`config.mk`:
```
export PLATFORM = sky130hd
export DESIGN_NAME = output_slew_limiter
export DESIGN_NICKNAME = d
export VERILOG_FILES = /design/src/rtl/output_slew_limiter.sv
export SDC_FILE = /design/constraint.sdc
export NUM_CORES = 1
export LEC_CHECK = 0
export ABC_AREA = 1
export CAP_MARGIN = 25
export CORE_MARGIN = 2
export CORE_UTILIZATION = 60
export DETAILED_ROUTE_END_ITERATION = 10
export MAX_ROUTING_LAYER = met4
export PLACE_DENSITY = 0.87
export RECOVER_POWER = 100
export SLEW_MARGIN = 20
export SYNTH_ARGS = -nofsm -noshare
export SYNTH_HDL_FRONTEND = slang
export SYNTH_SLANG_ARGS = --single-unit
export TNS_END_PERCENT = 30
```
`constraint.sdc`:
```
create_clock -name clk64 -period 8.35 [get_ports clk64]
set_input_delay 2.0875 -clock clk64 [delete_from_list [all_inputs] [get_ports clk64]]
set_output_delay 2.0875 -clock clk64 [all_outputs]
set_load 0.02 [all_outputs]
```
`src/rtl/output_slew_limiter.sv`:
```
// rtl/output_slew_limiter.sv - rate-limited DAC drive with hold, park-to-zero ramp and rail-hit counter
module output_slew_limiter #(
  parameter int WIDTH          = 14,
  parameter int STEP_WIDTH     = 13,
  parameter int PRESCALE_WIDTH = 16
) (
  input  logic                      clk64,
  input  logic                      reset,
  input  logic signed [WIDTH-1:0]   inputWire,
  input  logic                      enable,
  input  logic                      hold,
  input  logic [STEP_WIDTH-1:0]     maxStep,
  input  logic [PRESCALE_WIDTH-1:0] prescale,
  output logic signed [WIDTH-1:0]   outputWire,
  output logic                      slewing,
  output logic [1:0]                state,
  output logic [15:0]               railHits
);

  localparam logic [1:0] ST_OFF   = 2'd0;
  localparam logic [1:0] ST_TRACK = 2'd1;
  localparam logic [1:0] ST_HOLD  = 2'd2;
  localparam logic [1:0] ST_PARK  = 2'd3;

  localparam logic signed [WIDTH-1:0] RAIL_HI = {1'b0, {(WIDTH-1){1'b1}}};
  localparam logic signed [WIDTH-1:0] RAIL_LO = {1'b1, {(WIDTH-1){1'b0}}};

  logic signed [WIDTH-1:0]   r_out;
  logic                      r_slewing;
  logic [1:0]                r_state;
  logic [15:0]               r_rail_hits;
  logic [PRESCALE_WIDTH-1:0] r_pre_cnt;

  logic                      w_tick;
  logic signed [WIDTH-1:0]   w_target;
  logic signed [WIDTH:0]     w_out_ext;
  logic signed [WIDTH:0]     w_diff;
  logic [WIDTH:0]            w_abs_diff;
  logic [WIDTH:0]            w_step_ext;
  logic                      w_within;
  logic signed [WIDTH:0]     w_stepped;
  logic signed [WIDTH-1:0]   w_next_out;
  logic [1:0]                w_nxt_state;
  logic                      w_apply;
  logic                      w_on_rail;

  assign w_tick = (r_pre_cnt == '0);

  // Step rule: one extra bit of headroom so target - output never wraps.
  // The clamped result always sits between the old output and the target,
  // so truncating back to WIDTH bits is lossless.
  assign w_target   = (r_state == ST_PARK) ? '0 : inputWire;
  assign w_out_ext  = {r_out[WIDTH-1], r_out};
  assign w_diff     = {w_target[WIDTH-1], w_target} - w_out_ext;
  assign w_abs_diff = w_diff[WIDTH] ? (0 - w_diff) : w_diff;
  assign w_step_ext = {{(WIDTH+1-STEP_WIDTH){1'b0}}, maxStep};
  assign w_within   = (maxStep == '0) || (w_abs_diff <= w_step_ext);
  assign w_stepped  = w_diff[WIDTH] ? (w_out_ext - $signed(w_step_ext))
                                    : (w_out_ext + $signed(w_step_ext));
  assign w_next_out = w_within ? w_target : w_stepped[WIDTH-1:0];
  assign w_on_rail  = (w_next_out == RAIL_HI) || (w_next_out == RAIL_LO);

  // Next-state and update-enable decode; enable=0 beats hold beats tick.
  always_comb begin
    w_nxt_state = r_state;
    w_apply     = 1'b0;
    case (r_state)
      ST_OFF: begin
        if (enable) w_nxt_state = ST_TRACK;
      end
      ST_TRACK: begin
        if (!enable)     w_nxt_state = ST_PARK;
        else if (hold)   w_nxt_state = ST_HOLD;
        else if (w_tick) w_apply     = 1'b1;
      end
      ST_HOLD: begin
        if (!enable)     w_nxt_state = ST_PARK;
        else if (!hold)  w_nxt_state = ST_TRACK;
      end
      default: begin
        if (enable)                w_nxt_state = ST_TRACK;
        else if (r_out == '0)      w_nxt_state = ST_OFF;
        else if (w_tick) begin
          w_apply = 1'b1;
          if (w_next_out == '0) w_nxt_state = ST_OFF;
        end
      end
    endcase
  end

  // Free-running update prescaler; a new period is picked up at reload.
  always_ff @(posedge clk64 or posedge reset) begin
    if (reset)       r_pre_cnt <= '0;
    else if (w_tick) r_pre_cnt <= prescale;
    else             r_pre_cnt <= r_pre_cnt - 1'b1;
  end

  // FSM state register.
  always_ff @(posedge clk64 or posedge reset) begin
    if (reset) r_state <= ST_OFF;
    else       r_state <= w_nxt_state;
  end

  // Output and slewing flag; OFF forces both to zero.
  always_ff @(posedge clk64 or posedge reset) begin
    if (reset) begin
      r_out     <= '0;
      r_slewing <= 1'b0;
    end else if (w_nxt_state == ST_OFF) begin
      r_out     <= '0;
      r_slewing <= 1'b0;
    end else if (w_apply) begin
      r_out     <= w_next_out;
      r_slewing <= ~w_within;
    end
  end

  // Saturating count of tracking updates that land on either rail.
  always_ff @(posedge clk64 or posedge reset) begin
    if (reset)
      r_rail_hits <= '0;
    else if (w_apply && (r_state == ST_TRACK) && w_on_rail && (r_rail_hits != 16'hFFFF))
      r_rail_hits <= r_rail_hits + 16'd1;
  end

  assign outputWire = r_out;
  assign slewing    = r_slewing;
  assign state      = r_state;
  assign railHits   = r_rail_hits;

endmodule

```
==> out/metrics.yaml, run 1 <==
dp_hpwl_microns: 11500
port_buffers: 79
status: "complete, but fails checks"
fin_ws_ns: 0.8583
grt_max_degree: 50
avgSynthCellArea_sq_um: 6.351
area.growth.synth_to_final_pct: 17.13
path_clk_slew_ns: 0.09
drtAntennaViolNets: 0
wl_per_cell_microns: 13.60
routed_wl_microns: 14470
grt_overflow: 0
yosys.area_share.simple_pct: 37.61
synthAdderAreaFrac_pct: 10.79
rows: 35
worstSetupStartpointType: "input pin"
pre_cts_slack_ns: 0.8536
synth_xor_xnor_area_share_pct: 8.775
synth_cells: 880
seq_area_sq_um: 1226
clock-sinks: 49
cts_htree_levels: 2
worstSkewPairLatency_ns: 0.31
initial_utilization_pct: 61.07
maxCapViolations: 1
drcViolationCount: 0
grt_pass1_wl_microns: 23910
routabilityCongestion: 0.9767
violations: "max-capacitance violations, max-slew violations"
worst_hold_path_type: "reg -> reg"
cts-hold-fix-buffers: 0
die_y_microns: 100.5
fillers: 817
grt_usage_pct: 29.95
drive_above_1_share_pct: 4.092
tns_ns: 0
post-route-min-period_ns: 7.492
die_w_microns: 100.5
syn_area_sq_um: 5589
setup.reg_to_reg.worst_slack_ns: 2.21
max_clock_freq_mhz: 133.5
endpoint_kind: "register"
synth_top_family_by_area: "simple AND/OR/NAND/NOR gates"
cp_max_fo: 17
first_global_vias: 5189
synth-seq-cells: 49
ys_types: 42
fin_crit_sh_pct: 89.72
ys_warn_count: 0
tightest_slew_ns: 2.207
timing_max_transition_violations_final: 50
critPathBufInv: 5
antenna_found_initial: 0
vias_per_cell: 5.439
drtPass1Iterations: 5
cts_buffers: 5
synth_compound_area_share_pct: 9.111
synth_fp_nets: 974
root_buffer: "clkbuf_8"
fin_skew_ns: 0.01179
max_stage_delay_ns: 0.45
final_nets: 1046
setup_violations: 0
die_area_sq_um: 10100
layout_commonest_cell: "nand2_1"
clockBufferDepth: 2
first_iter_violations: 452
critPathTopFamily: "simple AND/OR/NAND/NOR gates"
hold_violations: 0
cts_resized: 0
crit_slowest_cell: "clkdlybuf4s50_1"
relSlewSlack_pct: -47.97
synth_mux_area_share_pct: 0
cts_setup_buffers: 0
multi_input_area_sq_um: 3702
worstPathArrival_ns: 7.69
cp_data_required_time_ns: 8.55
critPathMostFrequentCell: "nand2_1"
rsz0062_at_grt: "no"
core_sq_um: 9153
critPathKind: "in -> reg"
final_cell_mix: "nand2_1 (230), inv_1 (144), nor2_1 (99), nand3_1 (62)"
yosysSeqAreaShare_pct: 21.94
dr_total_vias: 5787
num_antenna_cells: 0
cts_tree: "built"
ios: 80
-- layer usage --
metal | share of wire, % | track usage, % | wire (microns) | vias to the layer above
met1 | 46 | 42.47 | 6639 | 2600
met3 | 8.2 | 3.606 | 1182 | 18
met5 | 0 | - | 0 | -
li1 | - | - | - | 2944
met2 | 45 | 46.82 | 6492 | 225
met4 | 1.1 | 5.374 | 153 | 0
-- synthesized netlist by cell type (all sizes together) --
master	instances	area, sq um
a21boi	1	7.510
a21o	2	15.01
a21oi	51	270.3
a221oi	1	8.760
a31oi	2	12.51
a41oi	1	8.760
and2	1	6.260
buf	9	76.31
clkbuf	7	26.28
dfrtp	49	1226
fa	2	40.04
ha	45	563.0
inv	148	555.5
nand2	244	973.4
nand3	66	350.3
nand3b	16	120.1
nand4	13	81.33
nor2	103	396.6
nor3	20	105.1
nor4	9	62.56
o2111ai	1	8.760
o211ai	2	15.01
o21a	2	15.01
o21ai	25	125.1
o22ai	1	6.260
o31ai	1	7.510
o41ai	1	8.760
or2	1	6.260
xnor2	16	140.1
xor2	40	350.3
-- registers in the layout, summed over array words and instances, names as in the netlist --
register    count
outputWire     14
slewing         1
state           2
r_pre_cnt      16
railHits       16
-- worst register-to-register path, delay by kind of cell (launching register included) --
kind / cells / cell delay [ns]
XOR/XNOR: 2 / 0.38
adder cells (fa/ha/maj): 3 / 0.88
AND/OR/NAND/NOR: 19 / 2.58
flip-flops: 1 / 0.40
AO/OA/AOI/OAI: 5 / 1.00
buffers and inverters: 4 / 0.80
-- final cells by class --
class / count / area share [%]
Multi-Input combinational cell: 667 / 56.56
Inverter: 148 / 8.505
Clock inverter: 1 / 0.4587
Clock buffer: 7 / 1.319
Tap cell: 111 / 2.122
Sequential cell: 49 / 18.73
Timing Repair Buffer: 81 / 12.31
-- through the flow --
| step | utilization (%) | cells | hold slack, ns | area (sq um) |
|---|---|---|---|---|
| detailed placement | 70.27 | 1056 | 0.4709 | 6431 |
| global route | 71.52 | 1064 | 0.4990 | 6546 |
| floorplan | - | 880 | 0.4396 | 5589 |
| finish | 71.52 | 1064 | 0.4741 | 6546 |
| CTS | 71.54 | 1064 | 0.4830 | 6548 |
| global placement | 70.27 | 1056 | 0.4635 | 6431 |
-- cell families after synthesis --
group                      after synthesis
adders and majority gates               47
AOI/OAI and AO/OA                       91
DFF                                     49
xor gates and xnor gates                56
buffers and inverters                  164
and+or+nand+nor                        473
-- worst paths after layout --
path	startpoint	to	cells after the start
hold / removal	r_pre_cnt[0]$_DFF_PP0_	r_pre_cnt[0]$_DFF_PP0_	1
max in group asynchronous	reset	outputWire[3]$_DFFE_PP0P_	2
setup / recovery	inputWire[0]	railHits[8]$_DFFE_PP0P_	34
setup reg to reg	state[1]$_DFF_PP0_	railHits[8]$_DFFE_PP0P_	33
hold reg to reg	r_pre_cnt[0]$_DFF_PP0_	r_pre_cnt[0]$_DFF_PP0_	1
min in group asynchronous	reset	railHits[10]$_DFFE_PP0P_	2
Power of run 1 is not shown: default switching activity piles up to over one toggle a cycle in this logic, so the estimate is an artifact.
==> run 2, diff against run 1 <==
--- a/config.mk
+++ b/config.mk
@@ -9,10 +9,12 @@
 export CAP_MARGIN = 25
 export CORE_MARGIN = 2
 export CORE_UTILIZATION = 60
+export CTS_CLUSTER_DIAMETER = 40
 export DETAILED_ROUTE_END_ITERATION = 10
 export MAX_ROUTING_LAYER = met4
 export PLACE_DENSITY = 0.87
 export RECOVER_POWER = 100
+export SKIP_LAST_GASP = 1
 export SLEW_MARGIN = 20
 export SYNTH_ARGS = -nofsm -noshare
 export SYNTH_HDL_FRONTEND = slang
==> results of run 2 <==
Same layout as run 1: the final DEF is identical, and so are final timing and power.
Power of run 2 is left out for the same reason.
==> run 3, diff against run 2 <==
--- a/config.mk
+++ b/config.mk
@@ -13,8 +13,6 @@
 export DETAILED_ROUTE_END_ITERATION = 10
 export MAX_ROUTING_LAYER = met4
 export PLACE_DENSITY = 0.87
-export RECOVER_POWER = 100
-export SKIP_LAST_GASP = 1
 export SLEW_MARGIN = 20
 export SYNTH_ARGS = -nofsm -noshare
 export SYNTH_HDL_FRONTEND = slang
==> run 3 against run 2 <==
Against the previous run: final cell count stayed put; the flow now finishes without violations; global-route usage is the same; fmax increased by 2.5%; die area is the same; sequential share of layout area barely moved; critical path depth did not move.
==> out/metrics.yaml, run 3 (synthesis results as in run 1) <==
final_util_pct: 71.55
drive_above_1_share_pct: 4.197
grtUsageMet1_pct: 42.47
dpl_cell_area_sq_um: 6431
fin_skew_ns: 0.01471
cp_max_fo: 17
dp_hpwl_microns: 11500
final_cell_mix: "nand2_1 (229), inv_1 (144), nor2_1 (99), clkdlybuf4s50_1 (79), nand3_1 (62)"
relSlewSlack_pct: 42.79
drcViolationCount: 0
grt_max_degree: 50
num_antenna_cells: 0
vias_per_cell: 5.409
r2r-end: "railHits[12]$_DFFE_PP0P_"
status: "finished clean"
routed_wl_microns: 14400
drtAntennaViolNets: 0
final_nets: 1046
endpoint: "railHits[12]$_DFFE_PP0P_"
worst_hold_path_type: "reg -> reg"
root_buffer: "clkbuf_8"
die_area_sq_um: 10100
cts-hold-fix-buffers: 0
tightest_slew_ns: 0.8571
post-route-min-period_ns: 7.309
wl_per_cell_microns: 13.53
routabilityCongestion: 0.9767
first_iter_violations: 384
path_clk_slew_ns: 0.09
grt_busiest_layer: "met2"
cts_buffers: 5
cts_tree: "built"
antenna_found_initial: 0
crit_slowest_cell: "clkdlybuf4s50_1"
grt_usage_pct: 29.95
place_inst: 1056
startpoint: "inputWire[0]"
port_buffers: 79
cts_htree_levels: 2
setup_violations: 0
initial_utilization_pct: 61.07
die_y_microns: 100.5
layout_commonest_cell: "nand2_1"
cts_resized: 0
dr_total_vias: 5755
worstSkewPairLatency_ns: 0.31
reg2reg_depth: 33
regToRegStartpoint: "state[1]$_DFF_PP0_"
max_stage_delay_ns: 0.45
gr-usage-met3_pct: 3.606
core_sq_um: 9153
hold_violations: 0
design_area_sq_um: 6549
critPathMostFrequentCell: "nand2_1"
first_global_vias: 5189
endpoint_kind: "register"
fin_crit_sh_pct: 87.54
area.growth.synth_to_final_pct: 17.17
instances_no_fill: 1064
clock-sinks: 49
grt_overflow: 0
timing_max_transition_violations_final: 0
clockBufferDepth: 2
worstPathArrival_ns: 7.51
rsz0062_at_grt: "no"
die_w_microns: 100.5
ios: 80
maxCapViolations: 0
cp_data_required_time_ns: 8.55
worstSetupStartpointType: "input pin"
max_clock_freq_mhz: 136.8
critPathKind: "in -> reg"
setup.reg_to_reg.worst_slack_ns: 2.38
cts_setup_buffers: 0
rows: 35
drtPass1Iterations: 6
grtUsageMet2_pct: 46.82
tns_ns: 0
grt_pass1_wl_microns: 23910
[run 3: cell count changes in the layout (fill, tap and decap cells not counted), sizes merged]
cell	previous run	this run
clkdlybuf4s50	40	79
clkinv	0	1
clkinvlp	1	0
dlygate4sd3	39	0
[run 3: worst max-delay path: cells and delay by family]
family / cells / cell delay, ns
xor+xnor: 2 / 0.40
fa+ha+maj: 3 / 0.75
compound gates: 5 / 1.02
simple gates: 19 / 2.37
buf+inv: 5 / 0.87
[run 3: worst min path at each step]
stage / startpoint / end / slack, ns / cells after the start
finish: r_pre_cnt[0]$_DFF_PP0_ / r_pre_cnt[0]$_DFF_PP0_ / 0.47 / 1
global placement: r_pre_cnt[0]$_DFF_PP0_ / r_pre_cnt[0]$_DFF_PP0_ / 0.46 / 1
floorplan: r_pre_cnt[0]$_DFF_PP0_ / r_pre_cnt[0]$_DFF_PP0_ / 0.44 / 1
detailed placement: r_pre_cnt[0]$_DFF_PP0_ / r_pre_cnt[0]$_DFF_PP0_ / 0.47 / 1
global route: r_pre_cnt[0]$_DFF_PP0_ / r_pre_cnt[0]$_DFF_PP0_ / 0.50 / 1
CTS: r_pre_cnt[0]$_DFF_PP0_ / r_pre_cnt[0]$_DFF_PP0_ / 0.48 / 1
[run 3: routing by layer]
metal / share of wire, % / wire (microns) / vias up
li1: - / - / 2944
met1: 47 / 6718 / 2594
met2: 45 / 6490 / 207
met3: 7.5 / 1080 / 10
met4: 0.74 / 106 / 0
met5: 0 / 0 / -
[run 3: area by class of cell]
class	count	area (sq um)
clock buffer	7	86.33
clock inverter	1	30.03
fill	817	2604
inverter	148	556.8
multi-input combinational	667	3705
sequential	49	1226
tap	111	138.9
timing repair buffer	81	805.8
[run 3: metrics by stage]
stage	setup slack, ns	hold slack (ns)
global placement	1.001	0.4635
global route	0.5114	0.4990
floorplan	1.991	0.4396
CTS	1.145	0.4830
finish	1.041	0.4738
detailed placement	0.8536	0.4709
Power of run 3 is left out for the same reason.
